--- src/rtl/dpram_rr_arbiter_if.sv ---
// Requester-side bus of the dual-port RAM arbiter: one request/response lane per requester,
// packed into flat vectors (requester i at slice i).
interface dpram_rr_arbiter_if #(
  parameter int NREQ  = 4,
  parameter int DEPTH = 16,
  parameter int WIDTH = 16
);
  localparam int AW = $clog2(DEPTH);

  logic [NREQ-1:0]       req_valid;
  logic [NREQ-1:0]       req_we;
  logic [NREQ*AW-1:0]    req_addr;
  logic [NREQ*WIDTH-1:0] req_wdata;
  logic [NREQ-1:0]       req_ready;
  logic [NREQ-1:0]       rsp_valid;
  logic [NREQ*WIDTH-1:0] rsp_data;

  modport master (
    output req_valid, req_we, req_addr, req_wdata,
    input  req_ready, rsp_valid, rsp_data
  );

  modport slave (
    input  req_valid, req_we, req_addr, req_wdata,
    output req_ready, rsp_valid, rsp_data
  );
endinterface

--- src/rtl/dpram_rr_arbiter.sv ---
// Round-robin arbiter sharing one dual-port RAM among NREQ requesters: up to two grants
// per cycle (port A, port B), address-conflict aware, read data routed back one cycle later.
module dpram_rr_arbiter #(
  parameter  int NREQ  = 4,
  parameter  int DEPTH = 16,
  parameter  int WIDTH = 16,
  localparam int AW    = $clog2(DEPTH)
) (
  input  logic             clk,
  input  logic             rst_n,
  dpram_rr_arbiter_if.slave bus,
  output logic             ram_w_en_a,
  output logic             ram_w_en_b,
  output logic [AW-1:0]    ram_addr_a,
  output logic [AW-1:0]    ram_addr_b,
  output logic [WIDTH-1:0] ram_data_in_a,
  output logic [WIDTH-1:0] ram_data_in_b,
  input  logic [WIDTH-1:0] ram_data_out_a,
  input  logic [WIDTH-1:0] ram_data_out_b
);

  localparam int             PW     = $clog2(NREQ);
  localparam logic [PW:0]    NREQ_W = (PW+1)'(NREQ);
  localparam logic [PW-1:0]  LAST_W = PW'(NREQ - 1);

  logic [AW-1:0]    addr_arr  [NREQ];
  logic [WIDTH-1:0] wdata_arr [NREQ];

  logic [PW-1:0]    ptr_reg, ptr_next;
  logic             rd_pend_a_reg, rd_pend_b_reg;
  logic [PW-1:0]    rd_id_a_reg, rd_id_b_reg;

  logic             gnt_a_vld, gnt_b_vld;
  logic [PW-1:0]    gnt_a_id, gnt_b_id;
  logic [PW:0]      idx_sum;
  logic [PW-1:0]    idx;
  logic [PW-1:0]    last_id;
  logic [NREQ-1:0]  ready_vec;

  function automatic logic conflicts(input logic [AW-1:0] addr0, input logic we0,
                                     input logic [AW-1:0] addr1, input logic we1);
    return (addr0 == addr1) && (we0 || we1);
  endfunction

  for (genvar gi = 0; gi < NREQ; gi++) begin : g_unpack
    assign addr_arr[gi]  = bus.req_addr[gi*AW +: AW];
    assign wdata_arr[gi] = bus.req_wdata[gi*WIDTH +: WIDTH];
  end

  // Rotating scan from ptr: first valid -> A, next valid not clashing with A -> B.
  always_comb begin
    gnt_a_vld = 1'b0;
    gnt_a_id  = '0;
    gnt_b_vld = 1'b0;
    gnt_b_id  = '0;
    idx_sum   = '0;
    idx       = '0;
    for (int k = 0; k < NREQ; k++) begin
      idx_sum = {1'b0, ptr_reg} + (PW+1)'(k);
      if (idx_sum >= NREQ_W) begin
        idx_sum = idx_sum - NREQ_W;
      end
      idx = idx_sum[PW-1:0];
      if (bus.req_valid[idx]) begin
        if (!gnt_a_vld) begin
          gnt_a_vld = 1'b1;
          gnt_a_id  = idx;
        end else if (!gnt_b_vld &&
                     !conflicts(addr_arr[gnt_a_id], bus.req_we[gnt_a_id],
                                addr_arr[idx], bus.req_we[idx])) begin
          gnt_b_vld = 1'b1;
          gnt_b_id  = idx;
        end
      end
    end
  end

  always_comb begin
    last_id  = gnt_b_vld ? gnt_b_id : gnt_a_id;
    ptr_next = ptr_reg;
    if (gnt_a_vld) begin
      ptr_next = (last_id == LAST_W) ? '0 : last_id + 1'b1;
    end
  end

  // Idle ports issue a benign read of address 0 whose data is never routed anywhere.
  assign ram_w_en_a    = gnt_a_vld & bus.req_we[gnt_a_id];
  assign ram_addr_a    = gnt_a_vld ? addr_arr[gnt_a_id]  : '0;
  assign ram_data_in_a = gnt_a_vld ? wdata_arr[gnt_a_id] : '0;
  assign ram_w_en_b    = gnt_b_vld & bus.req_we[gnt_b_id];
  assign ram_addr_b    = gnt_b_vld ? addr_arr[gnt_b_id]  : '0;
  assign ram_data_in_b = gnt_b_vld ? wdata_arr[gnt_b_id] : '0;

  always_ff @(posedge clk or negedge rst_n) begin
    if (!rst_n) begin
      ptr_reg       <= '0;
      rd_pend_a_reg <= 1'b0;
      rd_id_a_reg   <= '0;
      rd_pend_b_reg <= 1'b0;
      rd_id_b_reg   <= '0;
    end else begin
      ptr_reg       <= ptr_next;
      rd_pend_a_reg <= gnt_a_vld & ~bus.req_we[gnt_a_id];
      rd_id_a_reg   <= gnt_a_id;
      rd_pend_b_reg <= gnt_b_vld & ~bus.req_we[gnt_b_id];
      rd_id_b_reg   <= gnt_b_id;
    end
  end

  // A requester never holds both ports in one cycle, so at most one hit per slice.
  for (genvar gi = 0; gi < NREQ; gi++) begin : g_lane
    logic hit_a, hit_b;
    assign hit_a         = rd_pend_a_reg && (rd_id_a_reg == PW'(gi));
    assign hit_b         = rd_pend_b_reg && (rd_id_b_reg == PW'(gi));
    assign ready_vec[gi] = (gnt_a_vld && (gnt_a_id == PW'(gi))) ||
                           (gnt_b_vld && (gnt_b_id == PW'(gi)));
    assign bus.rsp_valid[gi] = hit_a | hit_b;
    assign bus.rsp_data[gi*WIDTH +: WIDTH] = hit_a ? ram_data_out_a :
                                             hit_b ? ram_data_out_b : '0;
  end

  assign bus.req_ready = ready_vec;

endmodule

--- src/flat_wrapper.sv ---
// flat-port wrapper written by rule: the top's interface ports become plain ports
module dpram_rr_arbiter_flat 
#(
  parameter  int NREQ  = 4,
  parameter  int DEPTH = 16,
  parameter  int WIDTH = 16,
  localparam int AW    = $clog2(DEPTH)
)
  (clk, rst_n, ram_w_en_a, ram_w_en_b, ram_addr_a, ram_addr_b, ram_data_in_a, ram_data_in_b, ram_data_out_a, ram_data_out_b, bus_req_valid, bus_req_we, bus_req_addr, bus_req_wdata, bus_req_ready, bus_rsp_valid, bus_rsp_data);
  dpram_rr_arbiter_if #(.NREQ(NREQ), .DEPTH(DEPTH), .WIDTH(WIDTH)) bus_i ();
  input  logic clk;
  input  logic rst_n;
  output logic ram_w_en_a;
  output logic ram_w_en_b;
  output logic [AW-1:0] ram_addr_a;
  output logic [AW-1:0] ram_addr_b;
  output logic [WIDTH-1:0] ram_data_in_a;
  output logic [WIDTH-1:0] ram_data_in_b;
  input  logic [WIDTH-1:0] ram_data_out_a;
  input  logic [WIDTH-1:0] ram_data_out_b;
  input wire logic [$bits(bus_i.req_valid)-1:0] bus_req_valid;
  input wire logic [$bits(bus_i.req_we)-1:0] bus_req_we;
  input wire logic [$bits(bus_i.req_addr)-1:0] bus_req_addr;
  input wire logic [$bits(bus_i.req_wdata)-1:0] bus_req_wdata;
  output wire logic [$bits(bus_i.req_ready)-1:0] bus_req_ready;
  output wire logic [$bits(bus_i.rsp_valid)-1:0] bus_rsp_valid;
  output wire logic [$bits(bus_i.rsp_data)-1:0] bus_rsp_data;
  assign bus_i.req_valid = bus_req_valid;
  assign bus_i.req_we = bus_req_we;
  assign bus_i.req_addr = bus_req_addr;
  assign bus_i.req_wdata = bus_req_wdata;
  assign bus_req_ready = bus_i.req_ready;
  assign bus_rsp_valid = bus_i.rsp_valid;
  assign bus_rsp_data = bus_i.rsp_data;
  dpram_rr_arbiter #(.NREQ(NREQ), .DEPTH(DEPTH), .WIDTH(WIDTH)) u_core (.clk(clk), .rst_n(rst_n), .bus(bus_i), .ram_w_en_a(ram_w_en_a), .ram_w_en_b(ram_w_en_b), .ram_addr_a(ram_addr_a), .ram_addr_b(ram_addr_b), .ram_data_in_a(ram_data_in_a), .ram_data_in_b(ram_data_in_b), .ram_data_out_a(ram_data_out_a), .ram_data_out_b(ram_data_out_b));
endmodule
--- config.mk ---
export PLATFORM = sky130hd
export DESIGN_NAME = dpram_rr_arbiter_flat
export DESIGN_NICKNAME = d
export VERILOG_FILES = /design/src/rtl/dpram_rr_arbiter_if.sv /design/src/rtl/dpram_rr_arbiter.sv /design/src/flat_wrapper.sv
export SDC_FILE = /design/constraint.sdc
export NUM_CORES = 1
export LEC_CHECK = 0
export BUFFER_PORTS_ARGS = -buffer_cell sky130_fd_sc_hd__buf_4
export CAP_MARGIN = 5
export CORE_MARGIN = 2
export CORE_UTILIZATION = 30
export DETAILED_ROUTE_END_ITERATION = 10
export GPL_TIMING_DRIVEN = 0
export MAX_ROUTING_LAYER = met4
export PLACE_DENSITY = 0.58
export SYNTH_ARGS = -nofsm -noshare
export SYNTH_HDL_FRONTEND = slang
export SYNTH_SLANG_ARGS = --single-unit
--- constraint.sdc ---
create_clock -name clk -period 18.2 [get_ports clk]
set_input_delay 1.82 -clock clk [delete_from_list [all_inputs] [get_ports clk]]
set_output_delay 1.82 -clock clk [all_outputs]
set_load 0.005 [all_outputs]
==> results.ini <==
[critical_path]
setup.worst_path.end_class=output port
critPathRequiredTime_ns=16.38
cp_max_fo=10
cp.arrival_ns=7.78
critPathLaunchType=primary input
worst-setup-path-type=in -> out

[synthesis]
synth_ff_type=dfrtp_1
syn-num-nets=623
synth_cell_types=67
async_reset_ff_share_pct=100
ys_seq_area_share_pct=4.77
syn_area_per_cell_sq_um=8.40
ys_top_cells_by_area=mux4_2, a22o_1, mux2i_1
synth_warnings=0
synthCells=500
syn-cell-area_sq_um=4200
synth-edff-count=0
synth.largest_area_cell=mux4_2
ys_ff_latch=8
yosys.area.top_type_share_pct=18.8

[floorplan]
core_sq_um=13800
start_util_pct=30.5
die_x_um=122
pin_count=236
design.die.area_sq_um=15000
fp.dieH_um=122
rows=43

[power]
power.leakage_nw=2.77
vdd_drop_max_uv=132
power_density_nw_per_um2=232

[cells_and_area]
syn2layout_area_growth_pct=48.6
drive_above_1_share_pct=42.3
diodes=0
nNetsFinal=860

[clocking]
holdBufCountCts=0
cts_tree=done
cts_sinks=8
clock-root-buffer=clkbuf_16
clk_pin_slew_ns=0.04
cts-htree-levels=1
cts_made_buffers=3
cts_buffer_depth=2
cts-resized-gates=0
clock_latency_ns=0.23
post_cts_buffers=0

[routing]
routed_wl_um=19400
drt-vias-per-instance=5.97
drtIter0Drc=456
remaining_drc_errors=0
wl_per_cell_um=21.2
drtPass1Iterations=5
vias=5462
antenna_left=0

[timing]
worst_slew_pin_slew_ns=1.10
final-setup-viol-count=0
fmax_mhz=104
timing.hold.ws_ns=1.40
max_slew_margin_pct=26.2
maxSlewViolCount=0
finalSetupTns_ns=0
min_period_ns=9.60
hold_viol_final=0
final.period_utilization_pct=52.8
rsz0062_at_grt=false
fin_skew_ns=0.00166

[placed_design]
hpwl_um=15600
place.gp.congestion=0.947
port_buffers=232

[grt]
antenna_found_initial=0
grt_max_degree=11
grt_usage_pct=25.4
overflow=0
grt_pass1_wl_um=29500
grt_pass1_vias=5386

[worst_hold_path]
hp-class=in -> async

[status]
status=finished clean

[job]
maxCapViolCount=0

==> worst max-delay path, stage by stage <==
cell and delay [ns]:
buf_4 0.12, clkbuf_1 0.32, nor2b_1 0.48, o21ai_1 0.33
o21ai_0 0.26, ha_1 0.22, clkinv_1 0.27, mux2i_1 0.59
o2111ai_1 0.19, o311ai_1 0.16, o21ai_0 0.15, a211oi_1 0.69
a21boi_1 0.30, o21ai_1 0.48, nand2_1 0.31, clkinv_1 0.27
buf_2 0.30, o31a_1 0.18, o221a_1 0.20, buf_4 0.13
==> report_power, final <==
group          internal (mW)  leakage [nW]  switching (mW)  total [mW]
Sequential            0.0284        0.0962          0.0105      0.0389
Clock                 0.0283        0.0370         0.00806      0.0363
Combinational          0.676          2.64           0.697        1.37
==> Yosys cell counts (3+ instances only) <==
master	n
nor3b_1	3
nor3_1	10
nand2_1	42
o21ai_1	3
mux2_1	4
o21a_1	4
and3_1	11
o2111ai_1	3
nand2b_1	7
a21boi_0	3
o211ai_1	7
a21o_1	4
buf_2	12
inv_1	5
nor2_1	19
o21ai_0	26
mux2_4	11
mux2_2	6
mux2i_1	22
clkbuf_1	30
a21oi_1	17
a311oi_1	4
and2_1	23
o31a_1	16
nand3_1	11
xor2_1	8
a211oi_1	4
mux4_2	35
xnor2_1	4
nor2b_1	6
o31ai_1	3
a22o_1	64
o221a_1	14
buf_1	5
o22ai_1	4
dfrtp_1	8
==> per-stage QoR <==
step                setup WS [ns]  cells  cell area (sq um)  util [%]  total power [mW]
floorplan                   10.18    500               4200         -             0.865
detailed placement           8.66    912               6160      44.8              1.40
global route                 8.08    915               6240      45.3              1.56
finish                       8.60    915               6240      45.3              1.45
CTS                          8.64    915               6240      45.3              1.44
global placement             8.72    912               6160      44.8              1.40
==> final cells by class <==
| cell class | instances | area, sq um |
|---|---|---|
| Clock buffer | 3 | 75.1 |
| Buffer | 49 | 214 |
| Timing Repair Buffer | 232 | 1740 |
| Sequential cell | 8 | 200 |
| Tap cell | 180 | 225 |
| Fill cell | 1386 | 7530 |
| Inverter | 8 | 30.0 |
| Multi-Input combinational cell | 435 | 3750 |
==> routing by layer <==
metal	track usage [%]	routed length, um	up-vias
li1	-	-	2492
met4	8.62	678	0
met5	-	0	-
met1	33.2	8110	2639
met2	39.4	9080	278
met3	4.83	1570	53
==> cell families (layout without fill, tap and decap cells) <==
logic type | after synthesis | after routing | synth area share [%]
buffers and inverters | 57 | 292 | 5.81
muxes | 78 | 78 | 30.6
xor gates and xnor gates | 12 | 12 | 2.50
DFF | 8 | 8 | 4.77
adders and majority gates | 1 | 1 | 0.298
and+or+nand+nor | 148 | 148 | 18.7
AOI/OAI and AO/OA | 196 | 196 | 37.3
==> worst paths after layout <==
check	from	end	slack (ns)	cells after the start
worst max-delay path	bus_req_valid[2]	ram_data_in_b[14]	8.60	20
min in group clk	u_core.ptr_reg[0]	u_core.ptr_reg[0]	1.64	5
max in group asynchronous	rst_n	u_core.rd_pend_b_reg	16.68	1
worst min register to register	u_core.ptr_reg[0]	u_core.ptr_reg[0]	1.64	5
worst min-delay path	rst_n	u_core.ptr_reg[1]	1.40	1
worst max register to register	u_core.ptr_reg[0]	u_core.ptr_reg[1]	11.48	22
==> placed cells by master (no fill, tap or decap), types with 4 or more instances in the layout <==
cell type and count:
mux2_4 11, mux4_2 35, o21ai_0 26, buf_1 5, buf_4 232, and2_1 23
a22o_1 64, mux2i_1 22, and3_1 11, a311oi_1 4, mux2_2 6, nor2_1 19
nand2b_1 7, buf_2 12, a211oi_1 4, xor2_1 8, nand2_1 42, o211ai_1 7
o31a_1 16, clkbuf_1 30, nor3_1 10, a21o_1 4, xnor2_1 4, nor2b_1 6
o221a_1 14, o21a_1 4, mux2_1 4, inv_1 5, dfrtp_1 8, a21oi_1 17
o22ai_1 4, nand3_1 11
Power figures use the tool's default switching activity.
